File: src/rtl/target_bbox_detec.sv
// target_bbox_detec: per-frame bounding box of foreground pixels in a 1-bit
// video stream. Tracks min/max column and row of in-region foreground pixels
// and the pixel count, then publishes them with a one-cycle strobe at frame end.
module target_bbox_detec #(
   parameter int IMG_WIDTH  = 640,
   parameter int IMG_HEIGHT = 480,
   parameter int BORDER     = 1,
   parameter int MIN_PIXELS = 16
) (
   input  logic        clk,
   input  logic        rst_n,
   input  logic        pre_img_vsync,
   input  logic        pre_img_hsync,
   input  logic        pre_img_valid,
   input  logic        pre_img_data,
   output logic [10:0] bbox_x_min,
   output logic [10:0] bbox_x_max,
   output logic [10:0] bbox_y_min,
   output logic [10:0] bbox_y_max,
   output logic [19:0] bbox_pix_cnt,
   output logic        bbox_found,
   output logic        bbox_valid
);

   localparam logic [10:0] COL_END  = 11'(IMG_WIDTH);
   localparam logic [10:0] ROW_END  = 11'(IMG_HEIGHT);
   localparam logic [10:0] COL_HI   = 11'(IMG_WIDTH - 1 - BORDER);
   localparam logic [10:0] ROW_HI   = 11'(IMG_HEIGHT - 1 - BORDER);
   localparam logic [11:0] LO_BOUND = 12'(BORDER);
   localparam logic [19:0] CNT_MAX  = 20'hF_FFFF;
   localparam logic [19:0] MIN_CNT  = 20'(MIN_PIXELS);
   localparam logic [10:0] MIN_INIT = 11'h7FF;

   // Sync history and frame/line tracking.
   logic        vsync_q, hsync_q;
   logic        in_frame_q, in_frame_d;
   logic        line_seen_q, line_seen_d;
   logic [10:0] col_q, col_d;
   logic [10:0] row_q, row_d;

   // Per-frame accumulators.
   logic [10:0] acc_x_min_q, acc_x_min_d;
   logic [10:0] acc_x_max_q, acc_x_max_d;
   logic [10:0] acc_y_min_q, acc_y_min_d;
   logic [10:0] acc_y_max_q, acc_y_max_d;
   logic [19:0] acc_cnt_q, acc_cnt_d;

   // Published results.
   logic [10:0] out_x_min_q, out_x_min_d;
   logic [10:0] out_x_max_q, out_x_max_d;
   logic [10:0] out_y_min_q, out_y_min_d;
   logic [10:0] out_y_max_q, out_y_max_d;
   logic [19:0] out_cnt_q, out_cnt_d;
   logic        out_found_q, out_found_d;
   logic        out_valid_q, out_valid_d;

   logic frame_start, frame_end, line_end;
   logic pix_take, in_region, fg_hit;

   assign frame_start = pre_img_vsync & ~vsync_q;
   // Only a frame whose start was seen may end; this also discards a frame
   // already in flight when reset is released.
   assign frame_end   = ~pre_img_vsync & vsync_q & in_frame_q;
   assign line_end    = ~pre_img_hsync & hsync_q;
   // A valid pixel arriving on the frame-end edge has vsync already low.
   assign pix_take    = in_frame_q & pre_img_vsync & pre_img_valid;

   // Lower bounds compared as (pos + 1 > BORDER) so BORDER = 0 never forms
   // an always-true unsigned compare against zero.
   assign in_region = (({1'b0, col_q} + 12'd1) > LO_BOUND) && (col_q <= COL_HI) &&
                      (({1'b0, row_q} + 12'd1) > LO_BOUND) && (row_q <= ROW_HI);
   assign fg_hit    = pix_take & pre_img_data & in_region;

   // Frame flag and column/row position of the current pixel.
   always_comb begin
      // NOTE: every _d gets its hold value first so no path leaves it
      // unassigned, which would otherwise infer a latch.
      in_frame_d  = in_frame_q;
      line_seen_d = line_seen_q;
      col_d       = col_q;
      row_d       = row_q;

      if (frame_start) begin
         in_frame_d = 1'b1;
      end else if (frame_end) begin
         in_frame_d = 1'b0;
      end

      if (frame_start || line_end) begin
         col_d       = '0;
         line_seen_d = 1'b0;
      end else if (pix_take) begin
         line_seen_d = 1'b1;
         if (col_q != COL_END) begin
            col_d = col_q + 11'd1;
         end
      end

      if (frame_start) begin
         row_d = '0;
      end else if (line_end && in_frame_q && (line_seen_q || pix_take) &&
                   (row_q != ROW_END)) begin
         row_d = row_q + 11'd1;
      end
   end

   // Compare-and-update of the box accumulators, cleared at frame start.
   always_comb begin
      acc_x_min_d = acc_x_min_q;
      acc_x_max_d = acc_x_max_q;
      acc_y_min_d = acc_y_min_q;
      acc_y_max_d = acc_y_max_q;
      acc_cnt_d   = acc_cnt_q;

      if (frame_start) begin
         acc_x_min_d = MIN_INIT;
         acc_x_max_d = '0;
         acc_y_min_d = MIN_INIT;
         acc_y_max_d = '0;
         acc_cnt_d   = '0;
      end else if (fg_hit) begin
         if (col_q < acc_x_min_q) acc_x_min_d = col_q;
         if (col_q > acc_x_max_q) acc_x_max_d = col_q;
         if (row_q < acc_y_min_q) acc_y_min_d = row_q;
         if (row_q > acc_y_max_q) acc_y_max_d = row_q;
         if (acc_cnt_q != CNT_MAX) acc_cnt_d = acc_cnt_q + 20'd1;
      end
   end

   // Publish the accumulators at frame end; hold otherwise.
   always_comb begin
      out_x_min_d = out_x_min_q;
      out_x_max_d = out_x_max_q;
      out_y_min_d = out_y_min_q;
      out_y_max_d = out_y_max_q;
      out_cnt_d   = out_cnt_q;
      out_found_d = out_found_q;
      out_valid_d = 1'b0;

      if (frame_end) begin
         out_valid_d = 1'b1;
         out_cnt_d   = acc_cnt_q;
         if (acc_cnt_q >= MIN_CNT) begin
            out_x_min_d = acc_x_min_q;
            out_x_max_d = acc_x_max_q;
            out_y_min_d = acc_y_min_q;
            out_y_max_d = acc_y_max_q;
            out_found_d = 1'b1;
         end else begin
            out_x_min_d = '0;
            out_x_max_d = '0;
            out_y_min_d = '0;
            out_y_max_d = '0;
            out_found_d = 1'b0;
         end
      end
   end

   // State registers.
   always_ff @(posedge clk or negedge rst_n) begin
      if (!rst_n) begin
         // NOTE: vsync history resets high so a vsync still high at reset
         // release is not mistaken for a frame start.
         vsync_q     <= 1'b1;
         hsync_q     <= 1'b0;
         in_frame_q  <= 1'b0;
         line_seen_q <= 1'b0;
         col_q       <= '0;
         row_q       <= '0;
         acc_x_min_q <= MIN_INIT;
         acc_x_max_q <= '0;
         acc_y_min_q <= MIN_INIT;
         acc_y_max_q <= '0;
         acc_cnt_q   <= '0;
         out_x_min_q <= '0;
         out_x_max_q <= '0;
         out_y_min_q <= '0;
         out_y_max_q <= '0;
         out_cnt_q   <= '0;
         out_found_q <= 1'b0;
         out_valid_q <= 1'b0;
      end else begin
         // NOTE: non-blocking so every register samples pre-edge values.
         vsync_q     <= pre_img_vsync;
         hsync_q     <= pre_img_hsync;
         in_frame_q  <= in_frame_d;
         line_seen_q <= line_seen_d;
         col_q       <= col_d;
         row_q       <= row_d;
         acc_x_min_q <= acc_x_min_d;
         acc_x_max_q <= acc_x_max_d;
         acc_y_min_q <= acc_y_min_d;
         acc_y_max_q <= acc_y_max_d;
         acc_cnt_q   <= acc_cnt_d;
         out_x_min_q <= out_x_min_d;
         out_x_max_q <= out_x_max_d;
         out_y_min_q <= out_y_min_d;
         out_y_max_q <= out_y_max_d;
         out_cnt_q   <= out_cnt_d;
         out_found_q <= out_found_d;
         out_valid_q <= out_valid_d;
      end
   end

   assign bbox_x_min   = out_x_min_q;
   assign bbox_x_max   = out_x_max_q;
   assign bbox_y_min   = out_y_min_q;
   assign bbox_y_max   = out_y_max_q;
   assign bbox_pix_cnt = out_cnt_q;
   assign bbox_found   = out_found_q;
   assign bbox_valid   = out_valid_q;

endmodule

File: config.mk
export PLATFORM = sky130hd
export DESIGN_NAME = target_bbox_detec
export DESIGN_NICKNAME = d
export VERILOG_FILES = /design/src/rtl/target_bbox_detec.sv
export SDC_FILE = /design/constraint.sdc
export NUM_CORES = 1
export LEC_CHECK = 0
export BUFFER_PORTS_ARGS = -buffer_cell sky130_fd_sc_hd__buf_4
export CAP_MARGIN = 40
export CELL_PAD_IN_SITES_DETAIL_PLACEMENT = 0
export CELL_PAD_IN_SITES_GLOBAL_PLACEMENT = 1
export CORE_MARGIN = 5
export CORE_UTILIZATION = 46
export CTS_CLUSTER_DIAMETER = 30
export DETAILED_ROUTE_END_ITERATION = 7
export PLACE_DENSITY_LB_ADDON = 0.3
export SLEW_MARGIN = 20
export SYNTH_ARGS = -nofsm -noshare
export SYNTH_HDL_FRONTEND = slang
export SYNTH_SLANG_ARGS = --single-unit
File: constraint.sdc
create_clock -name clk -period 4.8 [get_ports clk]
set_input_delay 0.72 -clock clk [delete_from_list [all_inputs] [get_ports clk]]
set_output_delay 0.72 -clock clk [all_outputs]
set_load 0.05 [all_outputs]
# == Yosys cells after proc, flatten, opt, wreduce, memory -nomap -nowiden ==
# Cells that the tools add are included.
# classes
addsub,5
n_eq_ne,3
bitwise_logic,11
magnitude_cmp,9
mux,30
reduce_logical,24
# op_table
op,n
11-bit two-way mux,21
20-bit two-way mux,3
11-bit by 1-bit adder with 12-bit output (second input constant),2
12-bit by 1-bit > comparator with 1-bit output (second input constant),2
11-bit by 1-bit adder with 11-bit output (second input constant),2
11-bit > comparator,2
11-bit less-than comparator,2
20-bit by 1-bit adder with 20-bit output (second input constant),1
20-bit by 5-bit greater-or-equal comparator with 1-bit output (second input constant),1
20-bit != test (second input constant),1
2-bit nonzero test,10
2-bit AND reduction,6
11-bit by 10-bit less-or-equal comparator with 1-bit output (second input constant),1
11-bit by 9-bit less-or-equal comparator with 1-bit output (second input constant),1
11-bit by 10-bit != test with 1-bit output (second input constant),1
11-bit by 9-bit != test with 1-bit output (second input constant),1
1-bit bitwise AND,8
1-bit logical AND,6
1-bit two-way mux,6
1-bit inverter,3
1-bit logical OR,2
# word_totals
out_inout_bits,66
ff_bits,156
inputBits,6
wordCells,100

# == Longest topological paths before layout ==
# depth
depth_word,8
depth_mapped,11
mapped_depth_nobuf,8

# == Worst setup path after synthesis ==
# OpenSTA, ideal clock, no wires.
# synth_timing
path_type,flip-flop to flip-flop
start,register row_q[1]
end,register acc_y_min_q[8]
synth_period_minus_slack_ns,2.522
setup_ns,0.100
n_path_buf,4
arrival_ns,2.421
t_required_ns,4.700
stages_incl_launch_ff,12
slack_ns,2.278
path_cell_list,dfrtp_1 > ha_1 > buf_2 > and4_1 > and4_1 > o221ai_1 > nor4b_4 > buf_4 > buf_6 > buf_4 > o41ai_1 > o211ai_1
# synth_via
elab_chain_cells,7
elab_cells_between_ends,10
classes_between,1 x add/sub; 3 x order compare; 1 x bitwise; 5 x reduce/logical
# synth_lines
item,line,rtl
from (decl),39,"logic [10:0] row_q, row_d;"
from (signal assigned),189,row_q <= row_d;
11-bit by 1-bit adder with 12-bit output,71,"(({1'b0, row_q} + 12'd1) > LO_BOUND) && (row_q <= ROW_HI);"
12-bit by 1-bit > comparator with 1-bit output,71,
1-bit logical AND,70,"assign in_region = (({1'b0, col_q} + 12'd1) > LO_BOUND) && (col_q <= COL_HI) &&"
1-bit logical AND,71,
1-bit bitwise AND,72,assign fg_hit = pix_take & pre_img_data & in_region;
2-bit nonzero test (no line),-,
2-bit AND reduction (no line) *,-,
to (signal assigned),192,acc_y_min_q <= acc_y_min_d;
to (decl),44,"logic [10:0] acc_y_min_q, acc_y_min_d;"
# Mark *: on every way between the ends. The rest lies on a longest branch, timed or not.
# A chain may end at the register's enable or synchronous reset.

# == Worst setup path after layout ==
# layout_timing
start,register row_q[1]
end,register acc_y_min_q[7]
# Same word-level chain as after synthesis.

==> summary.txt <==
First-pass GRT wire length -> 33700 um
Cell mode on critical path -> and4_1
Std-Cell Rows -> 49
Detail Placement HPWL -> 13500 um
Slowest CP cell -> or4_1
Initial antenna violation count -> 0
Cell Chain, Critical Path -> ha_1, and4_1, and4_1, o221ai_1, nor4b_4, buf_4, or4_1, o211ai_1
Combinational share of power -> 0.045
Synth cell types -> 66
Router iterations before antenna repair -> 5
Pwr/cell area -> 298 nW/um2
Synth Instances -> 855
Post-synth EDFFs -> 0
Mean Syn Cell Area -> 9.98 um2
Top area cells in the synthesized netlist -> dfrtp_1 39%, ha_1 7.8%, dfstp_2 7.1%, nand2_1 5.3%, a22o_1 4.5%
Main flop type after synthesis -> dfrtp_1
Worst Clk Skew -> 0.00980 ns
Final period utilization -> 0.659
Maximum vdd drop -> 0.234 mV
Sequential share of power -> 0.454
Vias -> 6454
Status -> complete, no violations
Critical Path Source Type -> register
Slew Limit Fails -> 0
Maximum clock frequency -> 316 MHz
Met1 wire length -> 9990 um
DR DRC count -> 0
Met3 wire length -> 1090 um
Actual slew at the worst max-slew pin -> 0.777 ns
Wire per inst -> 17.7 um
P&R area growth vs syn -> 15.7%
Number of antenna-violating nets in the routed design -> 0
Critical path's largest stage delay -> 0.81 ns
Filler cell count -> 1594
Routability cong. -> 0.832
Seq cells post-synth -> 156
Max-slew headroom -> 0.481
CTS resizes -> 0
Int Pwr -> 2.29 mW
Initial Util -> 0.472
Critical path's top delay family -> simple AND/OR/NAND/NOR gates
Final setup fails -> 0
CTS hold repair buffers -> 0
Clk buf depth -> 2
CTS tree -> built
Pleak -> 4.76 nW
Post-place instance area -> 9230 um2
Skew-Pair Late Insertion Delay -> 0.42 ns
Max-Cap Viols -> 0
Die ar. -> 21400 um2
Final Critical Period -> 3.16 ns
DR top layer -> met4
Switching Power -> 648 uW
Sequential-to-total area share from yosys stat -> 0.461
Core ar. -> 18100 um2
Total track usage -> 0.191
WP data required -> 5.13 ns
Critical setup path kind -> reg -> reg
Worst EP arrival -> 3.50 ns
Fraction of layout cells with a size suffix above 1 -> 0.177
Worst Path Buf+Inv -> 1
Crit path max fanout -> 48
Number of global-route vias before repair -> 6354
Initial DRC Count -> 533
Met2 WL -> 8800 um
Switch share -> 0.220
Synth area leader -> dfrtp_1
Post-synth top area share -> 0.390
Clock network fraction of design power -> 0.501
Final net count -> 958
PortBufs -> 71
Hold Path Class -> in -> async
Net Count, Synth -> 914
Via-to-Cell Ratio -> 5.66
Ant. Diodes -> 0
Final Cell Area -> 9870 um2
H-tree depth -> 4
Routed WL -> 20200 um
Mapped cell area -> 8530 um2
Io pins -> 72
Root Buffer -> clkbuf_16
FFs w/ async S/R, synth -> 1.00
Yosys warns -> 0
Clock sinks -> 156
Clk slew on worst S/H paths -> 0.06 ns
Gr ovfl total -> 0
Worst reg2reg setup slack -> 1.64 ns
RSZ-0062 raised after global routing -> no
Critical Path End Type -> register
Postcts setup bufs -> 0
Final TNS setup -> 0 ns
CTS Buf Count -> 17
Width of the die -> 146 um
Final hold viol count -> 0
Largest net degree at the start of global routing -> 77
Die height -> 146 um
==> worst paths after layout <==
path / start / endpoint / cells past startpoint
max: row_q[1] / acc_y_min_q[7] / 8
min in group clk: pre_img_hsync / hsync_q / 1
max reg2reg: row_q[1] / acc_y_min_q[7] / 8
min reg2reg: bbox_pix_cnt[8] / bbox_pix_cnt[8] / 2
min: rst_n / bbox_pix_cnt[13] / 1
max in group asynchronous: rst_n / acc_y_min_q[1] / 3
==> power by group through the flow <==
stage | Combinational (mW) | Sequential (mW) | Clock [mW]
floorplan | 0.0765 | 1.35 | 0
global placement | 0.127 | 1.36 | 0
detailed placement | 0.133 | 1.36 | 0
CTS | 0.134 | 1.33 | 1.50
global route | 0.148 | 1.33 | 1.56
finish | 0.132 | 1.33 | 1.47
==> registers in the layout, summed over array words and instances, names as in the netlist <==
register and count:
bbox_found 1, bbox_y_max 11, hsync_q 1, acc_x_max_q 11, vsync_q 1, line_seen_q 1, in_frame_q 1, bbox_x_min 11
col_q 11, row_q 11, acc_x_min_q 11, acc_cnt_q 20, bbox_pix_cnt 20, bbox_valid 1, acc_y_max_q 11, acc_y_min_q 11
bbox_x_max 11, bbox_y_min 11
==> layout by cell type (no fill, tap or decap), types with 10 or more instances in the layout <==
| cell | Yosys | routed |
|---|---|---|
| or4_1 | 16 | 16 |
| nand2_1 | 120 | 119 |
| nor3_1 | 10 | 10 |
| xnor2_1 | 14 | 14 |
| o211ai_1 | 11 | 11 |
| buf_4 | 5 | 80 |
| and3_1 | 12 | 12 |
| dfrtp_1 | 133 | 133 |
| a22o_1 | 44 | 44 |
| a21oi_1 | 24 | 24 |
| clkbuf_16 | 0 | 17 |
| nand4_1 | 23 | 23 |
| inv_1 | 59 | 59 |
| dfstp_2 | 23 | 23 |
| o31ai_1 | 17 | 17 |
| a21o_1 | 10 | 10 |
| nor2_1 | 60 | 59 |
| nand3_1 | 15 | 15 |
| mux2i_1 | 34 | 34 |
| ha_1 | 53 | 53 |
| o21ai_0 | 13 | 13 |
| o41ai_1 | 11 | 11 |
==> layout make-up <==
class	count	area, um2	share of cell area
multi-input combinational	579	4090	0.414
tap	229	287	0.0290
clock buffer	20	447	0.0453
inverter	60	225	0.0228
sequential	156	3930	0.399
timing repair buffer	85	698	0.0708
clock inverter	11	191	0.0194
==> routing by layer <==
metal,global-route usage,vias to the layer above
met5,0,-
met4,0.0583,0
met3,0.0465,22
met2,0.276,167
met1,0.285,3127
li1,-,3138
==> cells by family after synthesis <==
group	share of synthesized area
flip-flops	0.461
AO/OA/AOI/OAI	0.153
buffers and inverters	0.0648
XOR/XNOR	0.0216
AND/OR/NAND/NOR	0.179
multiplexers	0.0425
adder cells (fa/ha/maj)	0.0789
==> stage by stage <==
step | setup slack (ns) | hold slack, ns | utilization | power (mW) | cells
after floorplan | 2.28 | 0.424 | - | 1.43 | 855
after global placement | 1.51 | 0.461 | 0.505 | 1.48 | 1105
after detailed placement | 1.72 | 0.464 | 0.510 | 1.49 | 1109
after CTS | 1.66 | 0.134 | 0.546 | 2.97 | 1140
after global routing | 1.48 | 0.142 | 0.546 | 3.04 | 1140
final | 1.64 | 0.143 | 0.546 | 2.94 | 1140
==> cells in the mapped netlist (6+ instances only) <==
| master | count |
|---|---|
| nor4_1 | 7 |
| o31ai_1 | 17 |
| o21ai_0 | 13 |
| and3_1 | 12 |
| a21oi_1 | 24 |
| nand4_1 | 23 |
| ha_1 | 53 |
| nand3_1 | 15 |
| buf_2 | 13 |
| buf_6 | 9 |
| nand2_1 | 120 |
| nor2_1 | 60 |
| inv_1 | 59 |
| mux2i_1 | 34 |
| o41ai_1 | 11 |
| a211oi_1 | 7 |
| nor3_1 | 10 |
| clkbuf_1 | 31 |
| dfrtp_1 | 133 |
| o211ai_1 | 11 |
| a22o_1 | 44 |
| a21o_1 | 10 |
| and4_1 | 6 |
| xnor2_1 | 14 |
| dfstp_2 | 23 |
| or4_1 | 16 |
| xor2_1 | 7 |
No activity file was read; power rests on OpenSTA's default activity.
